### config.mk
export PLATFORM = sky130hd
export DESIGN_NAME = poci_tx
export DESIGN_NICKNAME = d
export VERILOG_FILES = /design/src/rtl/poci_tx.sv
export SDC_FILE = /design/constraint.sdc
export NUM_CORES = 1
export LEC_CHECK = 0
export CAP_MARGIN = 40
export CORE_MARGIN = 2
export CORE_UTILIZATION = 54
export CTS_CLUSTER_DIAMETER = 50
export DETAILED_ROUTE_END_ITERATION = 10
export HOLD_SLACK_MARGIN = 0.1
export PLACE_DENSITY_LB_ADDON = 0.05
export SLEW_MARGIN = 20
export SYNTH_ARGS = -nofsm -noshare
export SYNTH_HDL_FRONTEND = slang
export SYNTH_SLANG_ARGS = --single-unit
### constraint.sdc
create_clock -name iclk -period 5.4 [get_ports iclk]
set_clock_uncertainty 0.2 [all_clocks]
set_input_delay 1.62 -clock iclk [delete_from_list [all_inputs] [get_ports iclk]]
set_output_delay 1.62 -clock iclk [all_outputs]
set_load 0.05 [all_outputs]
### src/rtl/poci_tx.sv
// poci_tx: controller-in serial transmitter, MSB-first on sclk falls with auto-incrementing read address; POCI_PARITY_EN appends an odd parity bit.
module poci_tx #(
  parameter int TIMEOUT_CYCLES = 7,
  parameter int CNT_W = 16
) (
  input  logic       iclk,
  input  logic       rst,
  input  logic       sclk,
  input  logic       addr_load,
  input  logic [7:0] addr_in,
  output logic [7:0] rd_addr,
  input  logic [7:0] rd_data,
  output logic       serial_out,
  output logic       busy,
  output logic       byte_done,
  output logic       timeout
);
  localparam logic [1:0] IDLE = 2'd0, FETCH = 2'd1, SHIFT = 2'd2;
`ifdef POCI_PARITY_EN
  localparam logic [3:0] LAST = 4'd8;
  logic par;
`else
  localparam logic [3:0] LAST = 4'd7;
`endif
  logic [1:0] state;
  logic s1, s2, s3;
  logic [7:0] shreg;
  logic [3:0] bitcnt;
  logic [CNT_W-1:0] idle_cnt;
  logic rise, fall, expire;
  logic [CNT_W-1:0] idle_inc;
  always_comb begin
    rise = s2 & ~s3;
    fall = ~s2 & s3;
    expire = idle_cnt == CNT_W'(TIMEOUT_CYCLES - 1);
    idle_inc = (&idle_cnt) ? idle_cnt : idle_cnt + 1'b1;
    busy = state != IDLE;
  end
  always_ff @(posedge iclk) begin
    if (rst) begin
      {s1, s2, s3} <= 3'b000;
      state <= IDLE;
      rd_addr <= 8'h00;
      serial_out <= 1'b0;
      byte_done <= 1'b0;
      timeout <= 1'b0;
      shreg <= 8'h00;
      bitcnt <= 4'd0;
      idle_cnt <= '0;
`ifdef POCI_PARITY_EN
      par <= 1'b0;
`endif
    end else begin
      {s1, s2, s3} <= {sclk, s1, s2};
      byte_done <= 1'b0;
      timeout <= 1'b0;
      if (addr_load) begin
        rd_addr <= addr_in;
        state <= FETCH;
        idle_cnt <= '0;
      end else if (state == IDLE) begin
        serial_out <= 1'b0;
        idle_cnt <= '0;
      end else if (state == FETCH) begin
        shreg <= rd_data;
        serial_out <= rd_data[7];
        bitcnt <= 4'd0;
        state <= SHIFT;
        idle_cnt <= (rise | fall) ? '0 : idle_inc;
`ifdef POCI_PARITY_EN
        par <= ~^rd_data;
`endif
      end else if (rise | fall) begin
        idle_cnt <= '0;
        if (fall && bitcnt == LAST) begin
          byte_done <= 1'b1;
          rd_addr <= rd_addr + 8'h01;
          state <= FETCH;
        end else if (fall) begin
          shreg <= shreg << 1;
`ifdef POCI_PARITY_EN
          serial_out <= (bitcnt == 4'd7) ? par : shreg[6];
`else
          serial_out <= shreg[6];
`endif
          bitcnt <= bitcnt + 4'd1;
        end
      end else if (expire) begin
        timeout <= 1'b1;
        serial_out <= 1'b0;
        state <= IDLE;
        idle_cnt <= '0;
      end else begin
        idle_cnt <= idle_inc;
      end
    end
  end
endmodule
==> results of run 1 <==
## sequential cells by signal, indices dropped and copies added, names as in the netlist
name	cells
timeout	1
shreg	7
rd_addr	8
s3	1
bitcnt	4
serial_out	1
idle_cnt	16
s2	1
s1	1
byte_done	1
state	2
## power by group through the flow
stage               registers [W]  logic (W)  clock network (W)
finish                   0.000331  0.0000764           0.000259
global route             0.000332  0.0000822           0.000279
CTS                      0.000331  0.0000769           0.000264
detailed placement       0.000338  0.0000766                  0
global placement         0.000338  0.0000760                  0
floorplan                0.000351  0.0000329                  0
## routing by layer
metal | global-route usage, % | routed length [um] | vias up
met3 | 4.93 | 302 | 7
li1 | - | - | 1056
met2 | 31.7 | 2010 | 47
met5 | 0 | 0 | -
met1 | 33.6 | 2460 | 910
met4 | 7.00 | 61 | 0
## worst max path at each step
stage                         start  slack [ps]                       to  cells after the start
after floorplan                 rst        2480   idle_cnt[4]$_SDFF_PP0_                      6
after global placement    addr_load        1330  serial_out$_SDFFE_PP0P_                      4
final                     addr_load        1570  serial_out$_SDFFE_PP0P_                      4
after CTS                 addr_load        1560  serial_out$_SDFFE_PP0P_                      4
after detailed placement  addr_load        1280  serial_out$_SDFFE_PP0P_                      4
after global routing      addr_load        1360  serial_out$_SDFFE_PP0P_                      4
## stage by stage
stage               hold slack, ps  std cells  utilization, %
global route                   276        343            67.0
floorplan                      214        266               -
CTS                            246        342            66.8
global placement               218        333            63.7
finish                         241        343            67.0
detailed placement             229        334            63.9
## cell families after synthesis
logic type      after synthesis  share of synthesized area (%)
xor+xnor                      6                           2.37
compound gates               70                           19.8
fa+ha+maj                     5                           2.83
flops                        43                           38.9
buf+inv                      23                           4.35
simple gates                110                           27.6
mux                           9                           4.13
## layout make-up
class / count / area [sq um]
Timing Repair Buffer: 35 / 335
Fill cell: 366 / 1310
Clock inverter: 2 / 35.0
Sequential cell: 43 / 861
Multi-Input combinational cell: 200 / 1260
Inverter: 7 / 26.3
Clock buffer: 6 / 82.6
Tap cell: 50 / 62.6
## cell usage in the layout (no fill, tap or decap), drive strengths merged, types with 2 or more instances in the layout
master	count
a31oi	7
a211o	2
and3b	2
or2	2
ha	5
and4	5
and3	5
nor3b	2
inv	6
xnor2	4
nor4	6
nand3b	2
or4	2
nand4	6
a21oi	21
a21o	2
mux2i	8
or3	11
clkdlybuf4s50	31
a311oi	2
nor3	12
nand2	13
dfxtp	43
o31ai	3
xor2	2
a211oi	11
clkbuf	7
nor2	21
o21ai	15
clkinv	2
buf	3
nand3	13
nor2b	5
==> out/summary.txt, run 1 <==
outcome: completed
Comb pwr share: 11.5%
P_leak: 0.859 nW
CP max FO: 26
Critical Path AT: 3810 ps
Worst Hold Path EP: s2$_SDFF_PP0_
top area cells in the synthesized netlist: dfxtp_1 (39%), a21oi_1 (4.7%), a211oi_1 (3.7%)
share of post-route cells with drive strength above 1: 5.80%
latest clock arrival within the worst-skew pair: 300 ps
H-Tree Depth: 2
CTS tree: yes
Synth top cells by count: dfxtp_1 (43), a21oi_1 (21), nor2_1 (21), o21ai_0 (15)
CP Cell Sequence: clkdlybuf4s50_1 > clkinv_1 > o211ai_1 > mux2_2
HPWL Detailed: 3260 um
FFs w/ async S/R, synth: 0%
Row Count: 23
Placer Congestion: 0.834
Place WS: 1280 ps
routed vias/inst: 5.89
RSZ-0062 raised after global routing: false
grt ovf: 0
Setup-failing EPs final: 0
peak supply drop: 0.164 mV
R2R Setup Slk: 2880 ps
Max clock buf depth: 2
overall routing resource usage: 22.4%
Power Density: 250 mW/mm^2
CP Class: in2reg
minimum clock period: 3830 ps
sequential element share of the synthesized area: 38.9%
initial drt markers: 111
fin. max-slew vios: 0
unique cell type count in the Yosys netlist: 47
top achievable clock speed: 0.261 GHz
Placement Cell Area: 0.00254 sq mm
drt pass-1 iters: 4
power share of the clock group: 38.9%
I/O pins: 32
Largest delay share family, worst path: buffers and inverters
Final Power: 0.000666 W
first-pass GRT wire length: 7950 um
die outline height: 68.0 um
Hold Path Origin: s1$_SDFF_PP0_
Relative slew margins: 41.5%
Post-Syn Area: 0.00221 sq mm
sequential share of power: 49.7%
Nets: 317
Slowest cell on crit path: clkdlybuf4s50_1
IO buf count: 31
fin crit share: 70.9%
Reg2Reg Capture Point: bitcnt[1]$_SDFFE_PP0P_
DRC: 0
Synth Area per Inst: 8.32 sq um
Int Pwr: 0.000507 W
RR Startpoint: s2$_SDFF_PP0_
DRT Wirelength: 4830 um
initial antenna violation count: 0
vias in the first global route: 1717
top cell type by total area after synthesis: dfxtp_1
Setup TNS Final: 0 ps
yosys synthesis warning count: 0
cts repair resizes: 0
Hold-fix buffers, CTS: 0
Bufs and invs on worst path: 2
Vias: 2020
CTS buffer count: 5
clock sinks: 43
Clock transition at path regs: 80 ps
Worst Tran Pin Value: 878 ps
pin count of the biggest net entering global routing: 27
Fin. Hold Viols: 0
Crit path required time: 5390 ps
Synth top area share: 38.9%
synth-to-layout area growth: 20.1%
Critical Path Sink Type: register
Final Instance Area: 0.00266 sq mm
most instantiated library cell after synthesis: dfxtp_1
Max-Cap Viols: 0
core area: 0.00397 sq mm
# diodes: 0
largest stage delay on the critical path: 960 ps
synthesized flop and latch total: 43
Final ANT Viol Nets: 0
Setup WS post-layout: 1570 ps
Post-CTS Setup Bufs: 0
Initial Util: 55.7%
Net Sw Frac: 23.8%
root buffer cell: clkbuf_8
CP Launch Type: input pin
Mapped Cells: 266
Hold Crit Depth: 1
EDFF count, synth: 0
reg2reg path depth: 6
die area: 0.00463 sq mm
Syn Nets: 291
HP Class: reg2reg
Top FF cell, synth: dfxtp_1
die width: 68.0 um
total net switching power: 0.000158 W
post-DR wirelength/cell: 14.1 um
Power figures use the tool's default switching activity.
==> run 2, diff against run 1 <==
Clock period 5.4 ns to 3.6 ns, I/O delays scaled along.
==> out/summary.txt, run 2 (same netlist as run 1, synthesis figures left out) <==
peak supply drop: 0.249 mV (+52%)
Crit path required time: 2320 ps (-3070 ps)
max FFs per register: 16 (unchanged)
Worst Tran Pin Value: 938 ps (+60.5 ps)
share of post-route cells with drive strength above 1: 5.80% (unchanged)
vias in the first global route: 1780 (+3.7%)
final core utilization: 67.1% (+0.13 points)
Hold Crit Depth: 1 (unchanged)
pin count of the biggest net entering global routing: 26 (-3.7%)
fin. max-slew vios: 0 (unchanged)
sequential share of power: 49.7% (about the same)
R2R Setup Slk: 1090 ps (-1790 ps)
Nets: 317 (unchanged)
IO buf count: 31 (unchanged)
Int Pwr: 0.000762 W (+50%)
Critical Path AT: 1820 ps (-1990 ps)
Largest delay share family, worst path: buffers and inverters
Power Density: 375 mW/mm^2 (+50%)
Net Sw Frac: 23.7% (-0.049 points)
Clock transition at path regs: 80 ps (about the same)
minimum clock period: 3100 ps
Final ANT Viol Nets: 0 (unchanged)
grt ovf: 0 (unchanged)
CP Class: reg2out
drt pass-1 iters: 4 (unchanged)
die outline height: 68.0 um (unchanged)
initial drt markers: 138 (+24%)
Max-Cap Viols: 0 (unchanged)
reg2reg path depth: 6 (unchanged)
DRC: 0 (unchanged)
CP Cell Sequence: or2_2 > clkdlybuf4s50_1
I/O pins: 32 (unchanged)
clock sinks: 43 (unchanged)
first-pass GRT wire length: 7960 um (+0.18%)
HPWL Detailed: 3400 um (+4.1%)
Setup-failing EPs final: 0 (unchanged)
Comb pwr share: 11.6% (about the same)
CTS tree: yes
initial antenna violation count: 0 (unchanged)
die width: 68.0 um (unchanged)
total net switching power: 0.000237 W (+50%)
Setup TNS Final: 0 ps (unchanged)
routed vias/inst: 5.95 (+1.1%)
overall routing resource usage: 22.6% (+0.18 points)
HP Class: reg2reg
top achievable clock speed: 0.323 GHz
Vias: 2042 (+1.1%)
Slowest cell on crit path: clkdlybuf4s50_1
CP Launch Type: register
Max clock buf depth: 2 (unchanged)
H-Tree Depth: 2 (unchanged)
Critical Path Sink Type: output pin
power share of the clock group: 38.7% (-0.2 points)
largest stage delay on the critical path: 800 ps (-160 ps)
Post-CTS Setup Bufs: 0 (unchanged)
Top Registers: idle_cnt x16, rd_addr x8, shreg x7
Fin. Hold Viols: 0 (unchanged)
Placer Congestion: 0.815 (-2.2%)
Reg with most FFs: idle_cnt
P_leak: 0.859 nW (about the same)
RR Startpoint: s2$_SDFF_PP0_
latest clock arrival within the worst-skew pair: 290 ps (about the same)
most common cell after layout, fill and taps aside: dfxtp_1
critical path startpoint: state[1]$_SDFFE_PP0P_
Hold Path Origin: s1$_SDFF_PP0_
post-DR wirelength/cell: 14.3 um (+1.4%)
Bufs and invs on worst path: 1 (-1)
DRT Wirelength: 4900 um (+1.4%)
CTS buffer count: 5 (unchanged)
synth-to-layout area growth: 20.4%
Row Count: 23 (unchanged)
Hold-fix buffers, CTS: 0 (unchanged)
RSZ-0062 raised after global routing: false
fin crit share: 86.0%
root buffer cell: clkbuf_8
most used cells in the layout excluding fill and tap cells: dfxtp_1 (43), clkdlybuf4s50_1 (31), nor2_1 (21), a21oi_1 (21), o21ai_0 (15)
cts repair resizes: 0 (unchanged)
Worst Hold Path EP: s2$_SDFF_PP0_
# diodes: 0 (unchanged)
Initial Util: 55.7% (unchanged)
Relative slew margins: 37.0% (-4.5 points)
outcome: completed
CP max FO: 11 (-58%)
die area: 0.00463 sq mm (unchanged)
Reg2Reg Capture Point: bitcnt[1]$_SDFFE_PP0P_
core area: 0.00397 sq mm (unchanged)
Fillers: 350 (-4.4%)
==> run 2: power by group through the flow <==
stage	sequential [W]	clock (W)	combinational (W)
finish	0.000496	0.000387	0.000115
global route	0.000498	0.000416	0.000126
CTS	0.000496	0.000398	0.000116
detailed placement	0.000507	0	0.000116
global placement	0.000507	0	0.000115
floorplan	0.000527	0	0.0000493
==> run 2: per-stage QoR <==
| step | power [W] | instance area, sq um | setup WS, ps | hold slack (ps) | std cells |
|---|---|---|---|---|---|
| 3_3_place_gp | 0.000622 | 2550 | 678 | 217 | 335 |
| 6_report | 0.000999 | 2660 | 505 | 239 | 343 |
| 2_1_floorplan | 0.000576 | 2210 | 1220 | 214 | 266 |
| 5_1_grt | 0.00104 | 2660 | 453 | 261 | 343 |
| 4_1_cts | 0.00101 | 2660 | 501 | 240 | 343 |
| 3_5_place_dp | 0.000623 | 2550 | 645 | 230 | 335 |
==> run 2: worst max path at each step <==
stage	cells after the start	endpoint	slack (ps)
floorplan	6	idle_cnt[4]$_SDFF_PP0_	1220
global placement	4	serial_out$_SDFFE_PP0P_	680
detailed placement	4	serial_out$_SDFFE_PP0P_	650
CTS	2	busy	500
global route	2	busy	450
finish	2	busy	500
==> run 2: final cells by class <==
cell class	instances	area, sq um	area share (%)
tap	50	62.6	2.35
sequential	43	861	32.3
multi-input combinational	200	1260	47.2
clock buffer	6	82.6	3.10
clock inverter	2	35.0	1.32
timing repair buffer	35	340	12.8
inverter	7	26.3	0.986
==> run 2: metal layers <==
metal | track usage (%) | vias to the layer above | wire length (um)
met5 | 0 | - | 0
met1 | 32.6 | 930 | 2450
li1 | - | 1054 | -
met2 | 33.7 | 53 | 2110
met3 | 5.26 | 5 | 294
met4 | 6.00 | 0 | 42
==> run 3, diff against run 2 <==
Settings changed: CAP_MARGIN 40 to 20.
==> results of run 3 <==
Same layout as run 2: the final DEF is identical, and so are final timing and power.
==> edit (config.mk and constraints of run 3) <==
Build with the macro `POCI_PARITY_EN` defined.
--- a/src/rtl/poci_tx.sv
+++ b/src/rtl/poci_tx.sv
@@ -1,2 +1,4 @@
 // poci_tx: controller-in serial transmitter, MSB-first on sclk falls with auto-incrementing read address; POCI_PARITY_EN appends an odd parity bit.
+`define POCI_PARITY_EN
+
 module poci_tx #(
Behaviour: same outputs for any inputs over 10 cycles, from zero or initial values and one cycle with rst high; that may be too few to reach the edited logic, so the function may still have changed.
==> edit against run 3 <==
  * Cell area rose by 0.33%
  * Via count decreased by 5.5%
  * Worst hold slack gained 0.0098 ns
  * Final cell count up 0.58%
  * Clock power down 27%
  * Worst setup slack better by 0.11 ns
  * Routed wire length decreased by 7.7%
  * Register-to-register slack improved by 0.20 ns
  * Sequential cell count grew 1
  * Critical path depth did not move
  * Total power decreased by 5.4%
  * First-iteration DRC count down 37%
  * Area after synthesis up 1.7%
  * Largest cell class unchanged
  * Highest routed layer unchanged
==> edit: results (changes against run 3) <==
| Metric | Value |
|---|---|
| Status | `completed` |
| Final non-clock buffer share | `0.125 (-0.00323)` |
| Share of cells above drive strength 1 | `0.0475 (-0.0106)` |
| Finished Cell Area | `2670 um^2 (+0.33%)` |
| Fraction of area in multi-input gates | `0.485 (+0.0134)` |
| Met3 Track Usage GR | `0.0536 (+0.000940)` |
| Vias in the first global route | `1,753 (-1.5%)` |
| Nets | `321 (+1.3%)` |
| Post-DP HPWL | `3290 um (-3.3%)` |
| DP Cell Count | `338 (+0.90%)` |
| CP max FO | `8 (-3)` |
| Met2 Resource Use GR | `0.340 (+0.00277)` |
| FF+latch count, synth | `44 (+2.3%)` |
| Worst hold path stage count | `2 (+1)` |
| Global-route wire length before repair | `7620 um (-4.2%)` |
| Tot GR Track Use | `0.214 (-0.0123)` |
| DR WL met3 | `213 um (-28%)` |
| Hold path startpoint | `s2` |
| Register area | `881 um^2 (+2.3%)` |
| Post-Syn Nets | `290 (-0.34%)` |
| Critical Path AT | `1.70 ns (-0.12 ns)` |
| Reg2reg setup slack | `1.29 ns (+0.20 ns)` |
| Register area share after synthesis | `0.391 (+0.00241)` |
| Largest net degree at the start of global routing | `29 (+12%)` |
| Slew HR | `0.664 (+0.295)` |
| Grt met1 use | `0.279 (-0.0470)` |
| Xor/xnor share of the synthesized area | `0.0934 (+0.0696)` |
| Drt initial violations | `87 (-37%)` |
| Min Hold Slack | `0.248 ns (+0.00982 ns)` |
| Worst VDD drop | `0.000278 V (+12%)` |
| Post-synthesis mux area share | `0.0489 (+0.00765)` |
| Worst R2R Path Depth | `7 (+1)` |
==> edit: worst max path at each step <==
stage | start | end | slack, ns | cells after the start
finish | state[1] | busy | 0.62 | 2
global route | state[1] | busy | 0.55 | 2
CTS | state[1] | busy | 0.62 | 2
detailed placement | addr_load | idle_cnt[14] | 0.73 | 5
global placement | addr_load | idle_cnt[2] | 0.80 | 5
floorplan | addr_load | rd_addr[0] | 1.45 | 4
==> edit: worst reg2reg max path, cell delays in order, from the launching register on <==
cell and delay, ns:
dfxtp_1 0.31, inv_1 0.05, ha_1 0.38, and2b_1 0.32, nand3_1 0.18, a21oi_2 0.46, nor2_1 0.09, a311oi_1 0.25
==> edit: report_power, final <==
group / switching [mW] / internal [mW] / total [mW]
clock network: 0.152 / 0.132 / 0.284
logic: 0.0800 / 0.0655 / 0.145
registers: 0.0125 / 0.502 / 0.515
total: 0.245 / 0.700 / 0.945
